[config.mk]
export PLATFORM = sky130hd
export DESIGN_NAME = memoria_dados_resp
export DESIGN_NICKNAME = d
export VERILOG_FILES = /design/src/rtl/memoria_dados_resp.sv
export SDC_FILE = /design/constraint.sdc
export NUM_CORES = 2
export LEC_CHECK = 0
export CAP_MARGIN = 0
export CORE_MARGIN = 2
export CORE_UTILIZATION = 35
export CTS_BUF_LIST = sky130_fd_sc_hd__clkbuf_2 sky130_fd_sc_hd__clkbuf_4 sky130_fd_sc_hd__clkbuf_8
export CTS_CLUSTER_SIZE = 25
export DETAILED_ROUTE_END_ITERATION = 7
export DONT_BUFFER_PORTS = 1
export SYNTH_ARGS = -nofsm -noshare
export SYNTH_HDL_FRONTEND = slang
export SYNTH_SLANG_ARGS = --single-unit
[constraint.sdc]
create_clock -name Clock -period 4.8 [get_ports Clock]
set_clock_uncertainty 0.2 [all_clocks]
set_input_delay 0.24 -clock Clock [delete_from_list [all_inputs] [get_ports Clock]]
set_output_delay 0.24 -clock Clock [all_outputs]
set_load 0.02 [all_outputs]
[src/rtl/memoria_dados_resp.sv]
// Data-memory responder for the nRisc data port.
// Accepts a MemRead/MemWrite request in OCIOSO, waits WAIT_STATES cycles in ESPERA,
// then answers for exactly one cycle in RESPONDE with MemReady (and MemErro when the
// address is out of range or both MemRead and MemWrite were asserted).
// Optional feature macro: MMIO_SAIDA_EN maps address 8'hFF onto the SaidaIO register
// instead of RAM. Without it, 8'hFF is ordinary RAM and SaidaIO is tied to 8'h00.
module memoria_dados_resp #(
  parameter int unsigned DEPTH       = 256,
  parameter int unsigned WAIT_STATES = 1
) (
  input  logic       Clock,
  input  logic       Reset,
  input  logic [7:0] EnderecoDados,
  input  logic [7:0] DadoEscrito,
  input  logic       MemRead,
  input  logic       MemWrite,
  output logic [7:0] DadoLido,
  output logic       MemReady,
  output logic       MemErro,
  output logic [7:0] SaidaIO
);

  localparam int unsigned AW = (DEPTH > 1) ? $clog2(DEPTH) : 1;

  typedef enum logic [1:0] {Ocioso, Espera, Responde} estadoT;

  estadoT      estadoQ, estadoD;
  logic [3:0]  contadorQ, contadorD;
  logic [7:0]  enderecoQ, enderecoD;
  logic [7:0]  dadoQ, dadoD;
  logic        escritaQ, escritaD;
  logic        conflitoQ, conflitoD;

  logic [7:0]  mem [DEPTH];

  // Access currently being resolved: live inputs while idle, latched copy afterwards.
  logic [7:0]  curEndereco;
  logic [7:0]  curDado;
  logic        curEscrita;
  logic        entraResponde;
  logic        escreveRam;

  // 8'hFF is the output register only when the MMIO feature is built in.
  function automatic logic ehIO(input logic [7:0] a);
`ifdef MMIO_SAIDA_EN
    return a == 8'hFF;
`else
    return 1'b0 & (a == 8'hFF);
`endif
  endfunction

  // Out-of-range addresses never touch RAM; the MMIO address is always in range.
  function automatic logic foraDeFaixa(input logic [7:0] a);
    return !ehIO(a) && (32'(a) >= DEPTH);
  endfunction

  // Select the access operands depending on whether it is being accepted right now.
  always_comb begin
    curEndereco = enderecoQ;
    curDado     = dadoQ;
    curEscrita  = escritaQ;
    if (estadoQ == Ocioso) begin
      curEndereco = EnderecoDados;
      curDado     = DadoEscrito;
      curEscrita  = MemWrite;
    end
  end

  // Next-state logic: accept in OCIOSO, count down in ESPERA, single-cycle RESPONDE.
  always_comb begin
    estadoD   = estadoQ;
    contadorD = contadorQ;
    enderecoD = enderecoQ;
    dadoD     = dadoQ;
    escritaD  = escritaQ;
    conflitoD = conflitoQ;
    unique case (estadoQ)
      Ocioso: begin
        if (MemRead || MemWrite) begin
          enderecoD = EnderecoDados;
          dadoD     = DadoEscrito;
          escritaD  = MemWrite;
          conflitoD = MemRead && MemWrite;
          contadorD = 4'(WAIT_STATES);
          estadoD   = (WAIT_STATES > 0) ? Espera : Responde;
        end
      end
      Espera: begin
        if (contadorQ <= 4'd1) begin
          contadorD = 4'd0;
          estadoD   = Responde;
        end else begin
          contadorD = contadorQ - 4'd1;
        end
      end
      Responde: begin
        contadorD = 4'd0;
        estadoD   = Ocioso;
      end
      default: estadoD = Ocioso;
    endcase
  end

  // Writes land on the edge that enters RESPONDE; a reset on that edge drops them.
  always_comb begin
    entraResponde = (estadoD == Responde) && (estadoQ != Responde);
    escreveRam    = !Reset && entraResponde && curEscrita &&
                    !foraDeFaixa(curEndereco) && !ehIO(curEndereco);
  end

  // Control and access registers with synchronous reset.
  always_ff @(posedge Clock) begin
    if (Reset) begin
      estadoQ   <= Ocioso;
      contadorQ <= 4'd0;
      enderecoQ <= 8'h00;
      dadoQ     <= 8'h00;
      escritaQ  <= 1'b0;
      conflitoQ <= 1'b0;
    end else begin
      estadoQ   <= estadoD;
      contadorQ <= contadorD;
      enderecoQ <= enderecoD;
      dadoQ     <= dadoD;
      escritaQ  <= escritaD;
      conflitoQ <= conflitoD;
    end
  end

  // Byte RAM; contents survive reset.
  always_ff @(posedge Clock) begin
    if (escreveRam) begin
      mem[curEndereco[AW-1:0]] <= curDado;
    end
  end

`ifdef MMIO_SAIDA_EN
  logic [7:0] saidaQ;

  // Output register updated on the commit edge of a write to 8'hFF.
  always_ff @(posedge Clock) begin
    if (Reset) begin
      saidaQ <= 8'h00;
    end else if (entraResponde && curEscrita && ehIO(curEndereco)) begin
      saidaQ <= curDado;
    end
  end

  assign SaidaIO = saidaQ;
`else
  assign SaidaIO = 8'h00;
`endif

  // Response outputs; DadoLido stays at zero outside the RESPONDE cycle and for writes.
  always_comb begin
    MemReady = (estadoQ == Responde);
    MemErro  = MemReady && (conflitoQ || foraDeFaixa(enderecoQ));
    DadoLido = 8'h00;
    if (MemReady && !escritaQ) begin
`ifdef MMIO_SAIDA_EN
      if (ehIO(enderecoQ)) begin
        DadoLido = saidaQ;
      end else if (!foraDeFaixa(enderecoQ)) begin
        DadoLido = mem[enderecoQ[AW-1:0]];
      end
`else
      if (!foraDeFaixa(enderecoQ)) begin
        DadoLido = mem[enderecoQ[AW-1:0]];
      end
`endif
    end
  end

endmodule
==> impl_metrics.env <==
export IMPL_nets=4761
export IMPL_max_cap_viol_count=0
export IMPL_final_cell_mix="2048 x edfxtp_1, 353 x clkbuf_8, 337 x nor2_1"
export IMPL_vias=44900
export IMPL_status="finished clean"
export IMPL_initial_core_util=0.351
export IMPL_synth_edff_count=2048
export IMPL_place_ws_ns=0.245
export IMPL_wl_per_cell_um=29.0
export IMPL_antenna_found_initial=17
export IMPL_swShare=0.245
export IMPL_synth_main_ff_cell="edfxtp_1"
export IMPL_period_share=0.995
export IMPL_crit_fanout=20
export IMPL_rsz0062_at_grt="yes"
export IMPL_met1_usage=0.264
export IMPL_grt_pass1_wl_mm=333
export IMPL_clock_path_buffers=4
export IMPL_end_kind="output port"
export IMPL_ys_ff_latch=2080
export IMPL_vdd_drop_max_v=0.000308
export IMPL_grt_total_usage=0.194
export IMPL_crit_type="reg -> out"
export IMPL_rows=178
export IMPL_cts_max_level=5
export IMPL_synth_warnings=0
export IMPL_cts_root_buf="clkbuf_8"
export IMPL_synth_area_sq_um=82400
export IMPL_holdWs_ns=0.100
export IMPL_clkPwrFrac=0.374
export IMPL_switchingPower_uw=9610
export IMPL_internal_power_uw=29600
export IMPL_combPwrFrac=0.101
export IMPL_clkSlewWorstSetupHoldPaths_ns=0.06
export IMPL_ioPinCount=38
export IMPL_async_flop_share=0
export IMPL_area_delta_synth_final_pct=15.9
export IMPL_required_ns=4.36
export IMPL_die_height_um=489
export IMPL_slew_viol_final=0
export IMPL_die_area_sq_um=239000
export IMPL_cts_tree="built"
export IMPL_viasPerCell=5.53
export IMPL_rr_worst_depth=8
export IMPL_placement_io_buffers=0
export IMPL_setup_slack_ns=0.0219
export IMPL_grt_use_met3=0.0434
export IMPL_cp_arrival_ns=4.34
export IMPL_yosys_cell_types_count=81
export IMPL_instances_no_fill=8118
export IMPL_cts_sink_count=2080
export IMPL_placeableCoreArea_sq_um=235000
export IMPL_place_inst=7463
export IMPL_finalHoldViolations=0
export IMPL_placed_area_sq_um=87600
export IMPL_power_density_nw_per_um2=411
export IMPL_ant_nets=0
export IMPL_drt_iter0_drc=5566
export IMPL_finalCriticalPeriod_ns=4.78
export IMPL_finalSetupViolations=0
export IMPL_place_hpwl_mm=145
export IMPL_cp_start_kind="register"
export IMPL_p_seq_frac=0.525
export IMPL_drc=0
export IMPL_hold_class="in -> reg"
export IMPL_avgSynthCellArea_sq_um=19.6
export IMPL_grt_pass1_vias=44800
export IMPL_firstDrtPassIters=6
export IMPL_final_util=0.407
export IMPL_grt_overflow=0
export IMPL_drt_total_wl_mm=235
export IMPL_cellLeakagePower_uw=0.0295
export IMPL_clkLatencyLatePin_ns=1.08
export IMPL_routabilityCongestion=0.882
export IMPL_numCtsBuffers=344
export IMPL_fin_area_sq_um=95500
export IMPL_use_met2=0.307
export IMPL_max_freq_ghz=0.209
export IMPL_die_width_um=489
export IMPL_holdPathStages=5
export IMPL_top_usage_layer="met2"
export IMPL_final_common_cell="edfxtp_1"
export IMPL_worst_pin_slew_ns=1.12
export IMPL_grt_max_degree=126
export IMPL_drive_gt1_frac=0.262
export IMPL_relSlewSlack=0.252
export IMPL_ys_seq_area_frac=0.754
export IMPL_synth_cells=4212
per-stage QoR:
step | total power (uW) | setup TNS (ns)
detailed placement | 24600 | 0
finish | 39300 | 0
global route | 40400 | -0.00630
CTS | 39400 | -0.0664
global placement | 24600 | 0
floorplan | 23200 | 0
layout make-up:
type	instances	area (sq um)
Antenna cell	5	12.5
Sequential cell	2080	62200
Clock inverter	111	589
Timing Repair Buffer	427	4230
Clock buffer	463	5680
Fill cell	20900	139000
Inverter	7	27.5
Multi-Input combinational cell	1875	18800
Tap cell	3150	3940
flip-flops by register name (all words and copies together) (netlist names), named ones only:
name / flops
contadorQ: 4
dadoQ: 8
mem: 2048
escritaQ: 1
enderecoQ: 8
estadoQ: 2
conflitoQ: 1
power by group through the flow:
stage               sequential, uW  combinational [uW]  clock [uW]
global route                 20600                4120       15700
floorplan                    21000                2130           0
CTS                          20600                3920       14900
global placement             21000                3580           0
detailed placement           21000                3650           0
finish                       20600                3970       14700
path summary, 6_finish.rpt:
check,end,slack (ns),start
max,DadoLido[4],0.02,register
min,enderecoQ[5],0.10,MemWrite
max reg2reg,mem[75][0],0.52,estadoQ[1]
min reg2reg,conflitoQ,0.26,conflitoQ
layer usage:
layer,up-vias,part of all wire
li1,18400,-
met3,441,0.092
met4,18,0.036
met2,2343,0.47
met5,-,0.00047
met1,23700,0.40
critical path, stage by stage, from the launching register on:
cell	delay, ns
dfxtp_4	0.53
buf_12	0.24
mux4_2	0.54
nor2b_1	0.14
a211oi_1	0.90
a211oi_1	0.26
nand3_1	0.24
o41ai_4	0.14
buf_4	0.21
synthesized netlist by cell type, drive strengths merged, types with 3 or more instances:
cell,count,share of area
nand4,15,0.0013
a22oi,12,0.0011
nor3b,3,0.00033
o221ai,73,0.0080
inv,7,0.00032
o211ai,3,0.00027
buf,175,0.019
a221oi,7,0.00074
nand3,38,0.0023
nor3,90,0.0061
or3,14,0.0011
and3b,3,0.00032
or4,4,0.00036
o41ai,4,0.00079
a211oi,24,0.0022
o32ai,9,0.00096
or3b,3,0.00032
dfxtp,32,0.0078
o22a,7,0.00074
mux4,367,0.10
a2111oi,14,0.0016
nand2b,9,0.00068
o21bai,5,0.00046
nor2,340,0.015
o21ai,80,0.0049
o2111ai,5,0.00053
clkbuf,81,0.0049
nor4,16,0.0013
and2,6,0.00046
o31ai,8,0.00079
edfxtp,2048,0.75
a31oi,9,0.00068
a21oi,66,0.0040
mux2i,304,0.037
ha,6,0.00091
nand3b,10,0.00096
nand2,159,0.0077
nor2b,9,0.00068
o22ai,110,0.0084
mux2,12,0.0016
cells by family (layout without fill, tap and decap cells):
group	Yosys count	count (layout)	synth area share
AOI/OAI and AO/OA	451	451	0.0378
adders and majority gates	6	6	0.000911
buffers and inverters	264	1008	0.0246
DFF	2080	2080	0.754
muxes	683	683	0.142
other	1	13	0.0000455
and+or+nand+nor	727	727	0.0401
timing repair:
item,CTS,global route
endpoints found under the hold margin,1605,0
hold buffers,46,0
buffers inserted,21,0
pin swaps,7,4
resized for setup,100,27
gates cloned,7,2
setup endpoints to repair,8,7
(Power assumes the default switching activity.)
